**config.mk**
```make
export PLATFORM = sky130hd
export DESIGN_NAME = sq_cbrt_sum
export DESIGN_NICKNAME = d
export VERILOG_FILES = /design/src/rtl/sq_cbrt_sum.sv
export SDC_FILE = /design/constraint.sdc
export NUM_CORES = 1
export LEC_CHECK = 0
export ABC_AREA = 1
export BUFFER_PORTS_ARGS = -buffer_cell sky130_fd_sc_hd__buf_2
export CORE_MARGIN = 4
export CORE_UTILIZATION = 24
export DETAILED_ROUTE_END_ITERATION = 6
export GPL_ROUTABILITY_DRIVEN = 0
export GPL_TIMING_DRIVEN = 0
export PLACE_DENSITY = 0.48
export SLEW_MARGIN = 20
export SYNTH_ARGS = -nofsm -noshare
export SYNTH_HDL_FRONTEND = slang
export SYNTH_SLANG_ARGS = --single-unit
```
**constraint.sdc**
```tcl
create_clock -name clk_i -period 2.8 [get_ports clk_i]
set_input_delay 0.56 -clock clk_i [delete_from_list [all_inputs] [get_ports clk_i]]
set_output_delay 0.56 -clock clk_i [all_outputs]
set_load 0.01 [all_outputs]
```
**src/rtl/sq_cbrt_sum.sv**
```systemverilog
// sq_cbrt_sum: y = a*a + floor(cbrt(b)) using a shift-add squarer and a bitwise cube-root unit.
// Define SQ_CBRT_SUM_PARALLEL_EN to run both units concurrently for lower latency.
module sq_cbrt_sum #(
  parameter int WIDTH = 8
) (
  input  logic               clk_i,
  input  logic               rst_i,
  input  logic [WIDTH-1:0]   a_i,
  input  logic [WIDTH-1:0]   b_i,
  input  logic               start_i,
  output logic               busy_o,
  output logic               valid_o,
  output logic [2*WIDTH-1:0] y_bo
);
  localparam int K   = (WIDTH + 2) / 3;
  localparam int NCR = 3 * K;
  localparam int XW  = WIDTH + 2 * K + 3;
  localparam int CW  = 6;
  localparam int YW  = 2 * WIDTH;

`ifdef SQ_CBRT_SUM_PARALLEL_EN
  typedef enum logic [1:0] {IDLE, RUN, SUM} state_t;
`else
  typedef enum logic [1:0] {IDLE, SQ, CR, SUM} state_t;
`endif
  state_t state;

  logic [YW-1:0]    mcand;
  logic [YW-1:0]    prod;
  logic [YW-1:0]    sum_q;
  logic [WIDTH-1:0] mplier;
  logic [CW-1:0]    mul_cnt;
  logic [CW-1:0]    cr_cnt;
  logic [CW-1:0]    cr_sh;
  logic [XW-1:0]    cr_x;
  logic [XW-1:0]    cr_y;
  logic [XW-1:0]    cr_ysq;
  logic [XW-1:0]    cr_t;
  logic [1:0]       cr_phase;
  logic             sum_phase;

  logic             mul_en;
  logic             cr_en;
  logic             mul_last;
  logic             cr_last;
  logic [XW-1:0]    cr_base;
  logic [XW-1:0]    cr_trial;
  logic             cr_fits;

  // Trial term for the next root bit is 3*y*(y+1)+1, built from y and y^2 without a multiplier
  always_comb begin
    mul_last = (mul_cnt >= CW'(WIDTH - 1));
    cr_last  = (cr_cnt >= CW'(NCR - 1));
`ifdef SQ_CBRT_SUM_PARALLEL_EN
    mul_en   = (state == RUN) && (mul_cnt != CW'(WIDTH));
    cr_en    = (state == RUN) && (cr_cnt != CW'(NCR));
`else
    mul_en   = (state == SQ);
    cr_en    = (state == CR);
`endif
    cr_base  = cr_ysq + cr_y;
    cr_trial = (cr_base << 1) + cr_base + XW'(1);
    cr_fits  = ((cr_x >> cr_sh) >= cr_t);
  end

  always_ff @(posedge clk_i) begin
    if (!rst_i) begin
      state     <= IDLE;
      busy_o    <= 1'b0;
      valid_o   <= 1'b0;
      y_bo      <= '0;
      mcand     <= '0;
      prod      <= '0;
      sum_q     <= '0;
      mplier    <= '0;
      mul_cnt   <= '0;
      cr_cnt    <= '0;
      cr_sh     <= '0;
      cr_x      <= '0;
      cr_y      <= '0;
      cr_ysq    <= '0;
      cr_t      <= '0;
      cr_phase  <= '0;
      sum_phase <= 1'b0;
    end else begin
      valid_o <= 1'b0;

      if (mul_en) begin
        if (mplier[0]) prod <= prod + mcand;
        mcand   <= mcand << 1;
        mplier  <= mplier >> 1;
        mul_cnt <= mul_cnt + CW'(1);
      end

      // Three cycles per root bit: double y, form the trial term, then compare and subtract
      if (cr_en) begin
        cr_cnt <= cr_cnt + CW'(1);
        case (cr_phase)
          2'd0: begin
            cr_y     <= cr_y << 1;
            cr_ysq   <= cr_ysq << 2;
            cr_phase <= 2'd1;
          end
          2'd1: begin
            cr_t     <= cr_trial;
            cr_phase <= 2'd2;
          end
          default: begin
            if (cr_fits) begin
              cr_x   <= cr_x - (cr_t << cr_sh);
              cr_y   <= cr_y + XW'(1);
              cr_ysq <= cr_ysq + (cr_y << 1) + XW'(1);
            end
            cr_sh    <= cr_sh - CW'(3);
            cr_phase <= 2'd0;
          end
        endcase
      end

      case (state)
        IDLE: begin
          if (start_i) begin
            mcand     <= YW'(a_i);
            mplier    <= a_i;
            prod      <= '0;
            mul_cnt   <= '0;
            cr_x      <= XW'(b_i);
            cr_y      <= '0;
            cr_ysq    <= '0;
            cr_t      <= '0;
            cr_sh     <= CW'(3 * (K - 1));
            cr_phase  <= '0;
            cr_cnt    <= '0;
            sum_phase <= 1'b0;
            busy_o    <= 1'b1;
`ifdef SQ_CBRT_SUM_PARALLEL_EN
            state     <= RUN;
`else
            state     <= SQ;
`endif
          end
        end
`ifdef SQ_CBRT_SUM_PARALLEL_EN
        RUN: if (mul_last && cr_last) state <= SUM;
`else
        SQ: if (mul_last) state <= CR;
        CR: if (cr_last) state <= SUM;
`endif
        SUM: begin
          if (!sum_phase) begin
            sum_q     <= prod + YW'(cr_y);
            sum_phase <= 1'b1;
          end else begin
            y_bo      <= sum_q;
            busy_o    <= 1'b0;
            valid_o   <= 1'b1;
            sum_phase <= 1'b0;
            state     <= IDLE;
          end
        end
        default: state <= IDLE;
      endcase
    end
  end
endmodule
```
* Word level (Yosys, flattened, before mapping)
Index checks and enable logic that the tools add are counted.
Operators by class: add/sub/neg operators 12, $lt $le $gt $ge 3, equal/unequal tests 8, shift operators 2, muxes and demuxes 55, bitwise operators 1, reductions and logical operators 10
Operators with widths (count):
- two-way mux 17 bit | 17
- two-way mux 16 bit | 7
- case mux 17 bit (2 select lines) | 2
- two-way mux 6 bit | 10
- adder 17 x 1 -> 17 bit, second input constant | 3
- adder 17 bit | 3
- adder 16 bit | 2
- two-way mux 8 bit | 3
- >= comparator 17 bit | 1
- left shift 17 x 6 -> 17 bit | 1
- right shift 17 x 6 -> 17 bit | 1
- subtractor 17 bit | 1
- two-way mux 2 bit | 7
- adder 6 x 1 -> 6 bit, second input constant | 2
- case mux 2 bit (4 select lines) | 1
- AND reduction 2 bit | 4
- >= comparator 6 x 3 -> 1 bit, second input constant | 1
- >= comparator 6 x 4 -> 1 bit, second input constant | 1
- subtractor 6 x 2 -> 6 bit, second input constant | 1
- two-way mux 1 bit | 5
- == test 2 x 1 -> 1 bit, second input constant | 2
- == test 2 bit, second input constant | 2
- zero test 2 bit | 2
- != test 2 x 1 -> 1 bit, second input constant | 2
- 8 further kinds | 10
Word-level totals: flip-flop bits (word level) 165, logic and storage cells 108

* Logic depth before layout (Yosys ltp)
depth in word-level cells 7, mapped depth 24, mapped depth without buffers 21

* Worst setup path after synthesis
No wires, ideal clock.
path kind flip-flop to flip-flop, start point register cr_sh[0], end point register cr_y[1], setup time 0.128 ns, data arrival time 2.943 ns, required time 2.672 ns, path slack -0.272 ns, cell stages (with the launch flop) 24, path buffers 4, cell sequence dfxtp_1 -> clkbuf_1 -> inv_1 -> clkbuf_1 -> nand2_1 -> nand2_1 -> o21ai_0 -> nand2_1 -> o21ai_0 -> nor2_1 -> ha_1 -> nand2_1 -> inv_1 -> o21ai_1 -> nand2_1 -> a21oi_1 -> a21boi_1 -> nand3_2 -> buf_4 -> buf_4 -> a21oi_1 -> o21ai_0 -> o21ai_1 -> a21oi_1
Between the ends: word-level cells in the longest chain between the ends 7
Ends and longest elaborated chain:
- start: declaration | RTL line 34 | logic [CW-1:0] cr_sh;
- start signal: assignment | RTL line 114 | cr_sh <= cr_sh - CW'(3);
- start signal: assignment | RTL line 131 | cr_sh <= CW'(3 * (K - 1));
- right shift 17 x 6 -> 17 bit * | RTL line 63 | cr_fits = ((cr_x >> cr_sh) >= cr_t);
- >= comparator 17 bit * | RTL line 63
- two-way mux 17 bit * | RTL line 109 | if (cr_fits) begin
- case mux 17 bit (2 select lines) * | RTL line 98 | case (cr_phase)
- two-way mux 17 bit * | RTL line 96 | if (cr_en) begin
- two-way mux 17 bit | RTL line 122 | if (start_i) begin
- two-way mux 17 bit * | RTL line 120 | case (state)
- end signal: assignment | RTL line 100 | cr_y <= cr_y << 1;
- end signal: assignment | RTL line 111 | cr_y <= cr_y + XW'(1);
- end: declaration | RTL line 36 | logic [XW-1:0] cr_y;
Mark *: on every way between the ends. The rest lies on a longest branch, timed or not. A chain may end at the register's enable or synchronous reset.

* Worst setup path after layout
Ends and elaborated chain as after synthesis.

==> flow_metrics.py <==
metrics = {
    "run_status": {
        "failing_checks": "setup timing",
        "status": "finished with violations",
    },
    "logic_synthesis": {
        "synth-async-reset-ratio": 0,
        "syn_area_sq_um": 13400,
        "syn-num-nets": 2203,
        "distinct_cell_type_count_after_synthesis": 54,
        "top_ff_cell_synth": "sky130_fd_sc_hd__dfxtp_1",
        "number_of_synthesized_flops_with_an_enable_pin": 0,
        "synth-seq-area-share": 0.247,
        "synth.yosys.warnings": 0,
        "synth-seq-cells": 165,
        "post_syn_instances": 2061,
        "synth_area_per_cell_sq_um": 6.50,
    },
    "cts": {
        "clk-insertion-delay-late_ps": 460,
        "hold_buffers": 0,
        "cts.reportedPaths.clkPinSlew_ps": 70,
        "cts.path.max_buffers": 2,
        "cts-buffers-inserted": 17,
        "cts.sinks": 165,
        "cts_tree": "built",
        "cts_htree_levels": 4,
        "clk_root_buffer_cell": "sky130_fd_sc_hd__clkbuf_16",
    },
    "final_layout": {
        "multi_input_area_sq_um": 10500,
        "regArea_sq_um": 3370,
        "final.fill_count": 5919,
        "antenna_cells_inserted": 0,
        "fraction_of_final_layout_cells_sized_beyond_drive_strength_1": 0.243,
        "fin_cells": 2956,
        "nNetsFinal": 2338,
        "area.growth.synth_to_final_pct": 33.9,
    },
    "timing": {
        "worst-slew-pin-transition_ps": 806,
        "post-route-period-util": 1.18,
        "max_freq_mhz": 303,
        "worst_clock_skew_ps": 18.7,
        "finalHoldViolations": 0,
        "relative_slew_slack": 0.463,
        "final_setup_tns_ps": -20150,
        "setup_repair_after_global_routing_missed_its_margin": "yes",
        "number_of_max_slew_violations_in_the_final_report": 0,
        "setup_slack_of_the_critical_path_after_layout_ps": -500,
        "final-setup-viol-count": 59,
        "post-route-min-period_ps": 3300,
    },
    "pwr": {
        "p_int_mw": 8.33,
        "p_clk_frac": 0.147,
        "cellLeakagePower_nw": 7.79,
        "p_per_area_nw_per_um2": 895,
        "worst_ir_drop_vdd_mv": 0.644,
        "share_comb_of_total_power": 0.648,
        "p_switching_mw": 7.72,
        "switching_share": 0.481,
        "power.share.sequential": 0.205,
    },
    "critical_path": {
        "worstPathBufferInverterCount": 4,
        "regToRegEndpoint": "cr_y[1]",
        "crit_top_cell": "sky130_fd_sc_hd__nand2_1",
        "path_depth": 21,
        "critPathSlowestCell": "sky130_fd_sc_hd__dfxtp_4",
        "crit_path_end": "cr_y[1]",
        "cp-start-kind": "register",
        "worst_r2r_setup_slack_ps": -500,
        "crit_fanout": 6,
        "critPathTopFamily": "compound AO/OA/AOI/OAI gates",
        "slowest_delay_ps": 380,
        "rr_startpoint": "cr_sh[0]",
        "crit_arrival_ps": 3620,
        "timing_worst_setup_path_type": "reg -> reg",
        "setup.worst_path.start": "cr_sh[0]",
        "setup.worst_path.end_class": "register",
        "cell_chain_of_the_critical_path": "clkbuf_16 > buf_12 > mux2i_4 > nand2_1 > o21ai_2 > nand2_1 > nand2_1 > o21ai_2 > ha_1 > a21oi_1 > o21ai_1 > nand2_1 > o211ai_1 > a21boi_4 > nand3_4 > buf_12 > buf_8 > a21oi_2 > o21ai_1 > o21ai_1 > a21oi_1",
        "reg2regPathDepth": 21,
        "cp.required_ps": 3120,
    },
    "placement": {
        "dp_hpwl_um": 35800,
        "place.detailed.instances": 2845,
        "placement.io_buffers": 36,
    },
    "detailed_routing": {
        "via_count": 14500,
        "first_iter_violations": 952,
        "drt_pre_antenna_iters": 5,
        "route.antenna.remaining_nets": 0,
        "via_per_inst": 4.90,
        "routedWlPerCell_um": 16.4,
        "drc": 0,
        "routed_wirelength_um": 48400,
    },
    "floorplan": {
        "starting_density_of_the_core": 0.243,
        "fp.dieW_um": 244,
        "placement_rows": 86,
        "coreArea_sq_um": 55200,
        "die-area_sq_um": 59600,
        "floorplan.io_pins": 37,
        "die-height_um": 244,
    },
    "grt": {
        "grt_pass1_vias": 13700,
        "number_of_antenna_violations_at_the_first_check_in_global_routing": 0,
        "grt_max_degree": 17,
        "globalRouteOverflowTotal": 0,
        "global_route.usage.total": 0.153,
        "grt_pass1_wl_um": 73500,
    },
    "flow_run": {
        "maxCapViolCount": 0,
    },
    "min_path": {
        "min-delay-path-class": "in -> reg",
    },
}
-- flip-flops by register name, summed over array words and instances (netlist names) --
register / count
mplier: 8
cr_cnt: 6
cr_phase: 2
cr_t: 17
sum_q: 16
state: 2
cr_sh: 6
prod: 16
sum_phase: 1
mcand: 16
y_bo: 16
mul_cnt: 6
valid_o: 1
cr_y: 17
cr_ysq: 17
busy_o: 1
cr_x: 17
-- synth_stat cells, drive strengths merged (4+ instances only) --
cell | instances | area (sq um)
o22ai | 10 | 62.6
o21bai | 7 | 52.6
o221ai | 7 | 61.3
nand2 | 470 | 1810
a21boi | 6 | 45.1
a211oi | 5 | 37.5
a32o | 8 | 80.1
dfxtp | 165 | 3300
nor3 | 36 | 185
nor4 | 7 | 43.8
a21oi | 229 | 1160
nand3 | 98 | 526
a22oi | 17 | 128
o211ai | 19 | 143
or2 | 10 | 62.6
o31ai | 4 | 30.0
a31oi | 12 | 75.1
inv | 244 | 916
nor2 | 131 | 499
clkbuf | 64 | 250
fa | 6 | 120
a21o | 9 | 67.6
xor2 | 45 | 394
buf | 20 | 101
nand4 | 28 | 175
o21a | 4 | 30.0
o21ai | 238 | 1190
ha | 117 | 1460
xnor2 | 28 | 245
-- repair_timing --
| action | in CTS | in global routing |
|---|---|---|
| gates resized for setup | 195 | 388 |
| pin swaps | 37 | 127 |
| buffers inserted | 32 | 43 |
| setup endpoints to repair | 78 | 93 |
| gates cloned | 3 | 5 |
-- cells in the final DEF, fill, tap and decap left out, drive strengths merged, types with 3 or more instances in the layout --
master  count
nor2      131
nor3       36
clkinv      8
o221ai      7
o22ai      10
o21a        4
o211ai     19
mux2i       3
o21bai      7
o21ai     238
a32o        8
xnor2      28
inv       246
a21boi      6
a21oi     229
nand2     470
clkbuf     83
dfxtp     165
nor3b       3
or2        10
buf       138
nand4      28
a22oi      17
a31oi      12
a21o        9
fa          6
o31ai       4
ha        117
xor2       45
nand3      98
a211oi      5
nor4        7
-- kinds of logic after synthesis --
| group | count (synthesis) | share of synthesized area |
|---|---|---|
| buf+inv | 331 | 0.0955 |
| compound gates | 579 | 0.239 |
| flops | 165 | 0.247 |
| xor+xnor | 73 | 0.0478 |
| mux | 3 | 0.00224 |
| simple gates | 787 | 0.251 |
| fa+ha+maj | 123 | 0.118 |
-- how the worst min path moves through the flow --
stage	from	to	slack (ps)	cells past startpoint
detailed placement	sum_q[8]	y_bo[8]	450	2
CTS	b_i[7]	cr_x[7]	350	3
floorplan	sum_q[10]	y_bo[10]	430	2
global placement	sum_q[4]	y_bo[4]	460	2
global route	b_i[7]	cr_x[7]	370	3
finish	b_i[7]	cr_x[7]	370	3
-- power groups by stage --
stage | clock (mW) | sequential (mW) | combinational (mW)
CTS | 2.41 | 3.24 | 8.46
global placement | 0 | 3.28 | 6.96
floorplan | 0 | 3.06 | 5.20
detailed placement | 0 | 3.28 | 7.02
finish | 2.36 | 3.29 | 10.4
global route | 2.49 | 3.33 | 11.3
-- per-layer routing --
layer,vias to the layer above,part of all wire,global-route usage
met3,76,0.040,0.0255
met1,6836,0.47,0.205
li1,7242,-,-
met2,339,0.47,0.251
met4,0,0.021,0.0471
met5,-,0,0
-- worst register-to-register path: stages, from the launching register on --
cell	delay, ps
sky130_fd_sc_hd__dfxtp_4	380
sky130_fd_sc_hd__clkbuf_16	170
sky130_fd_sc_hd__buf_12	130
sky130_fd_sc_hd__mux2i_4	230
sky130_fd_sc_hd__nand2_1	90
sky130_fd_sc_hd__o21ai_2	90
sky130_fd_sc_hd__nand2_1	70
sky130_fd_sc_hd__nand2_1	80
sky130_fd_sc_hd__o21ai_2	60
sky130_fd_sc_hd__ha_1	310
sky130_fd_sc_hd__a21oi_1	130
sky130_fd_sc_hd__o21ai_1	80
sky130_fd_sc_hd__nand2_1	70
sky130_fd_sc_hd__o211ai_1	140
sky130_fd_sc_hd__a21boi_4	200
sky130_fd_sc_hd__nand3_4	180
sky130_fd_sc_hd__buf_12	220
sky130_fd_sc_hd__buf_8	130
sky130_fd_sc_hd__a21oi_2	110
sky130_fd_sc_hd__o21ai_1	90
sky130_fd_sc_hd__o21ai_1	130
sky130_fd_sc_hd__a21oi_1	80
-- final cells by class --
type,count,share of cell area
multi-input cells,1565,0.583
flip-flops and latches,165,0.188
repair buffers,117,0.0546
inverters,247,0.0542
well taps,748,0.0522
plain buffers,83,0.0364
clock buffers,22,0.0276
clock inverters,9,0.00384
-- per-stage QoR --
stage / power, mW / util / hold WS [ps] / setup WS (ps) / cell area, sq um
after global placement: 10.2 / 0.265 / 457 / -959 / 14600
after detailed placement: 10.3 / 0.265 / 454 / -994 / 14600
after global routing: 17.1 / 0.325 / 367 / -634 / 17900
after floorplan: 8.26 / - / 430 / 1.02 / 13500
final: 16.0 / 0.325 / 372 / -500 / 17900
after CTS: 14.1 / 0.291 / 346 / -516 / 16100
Power figures use the tool's default switching activity.
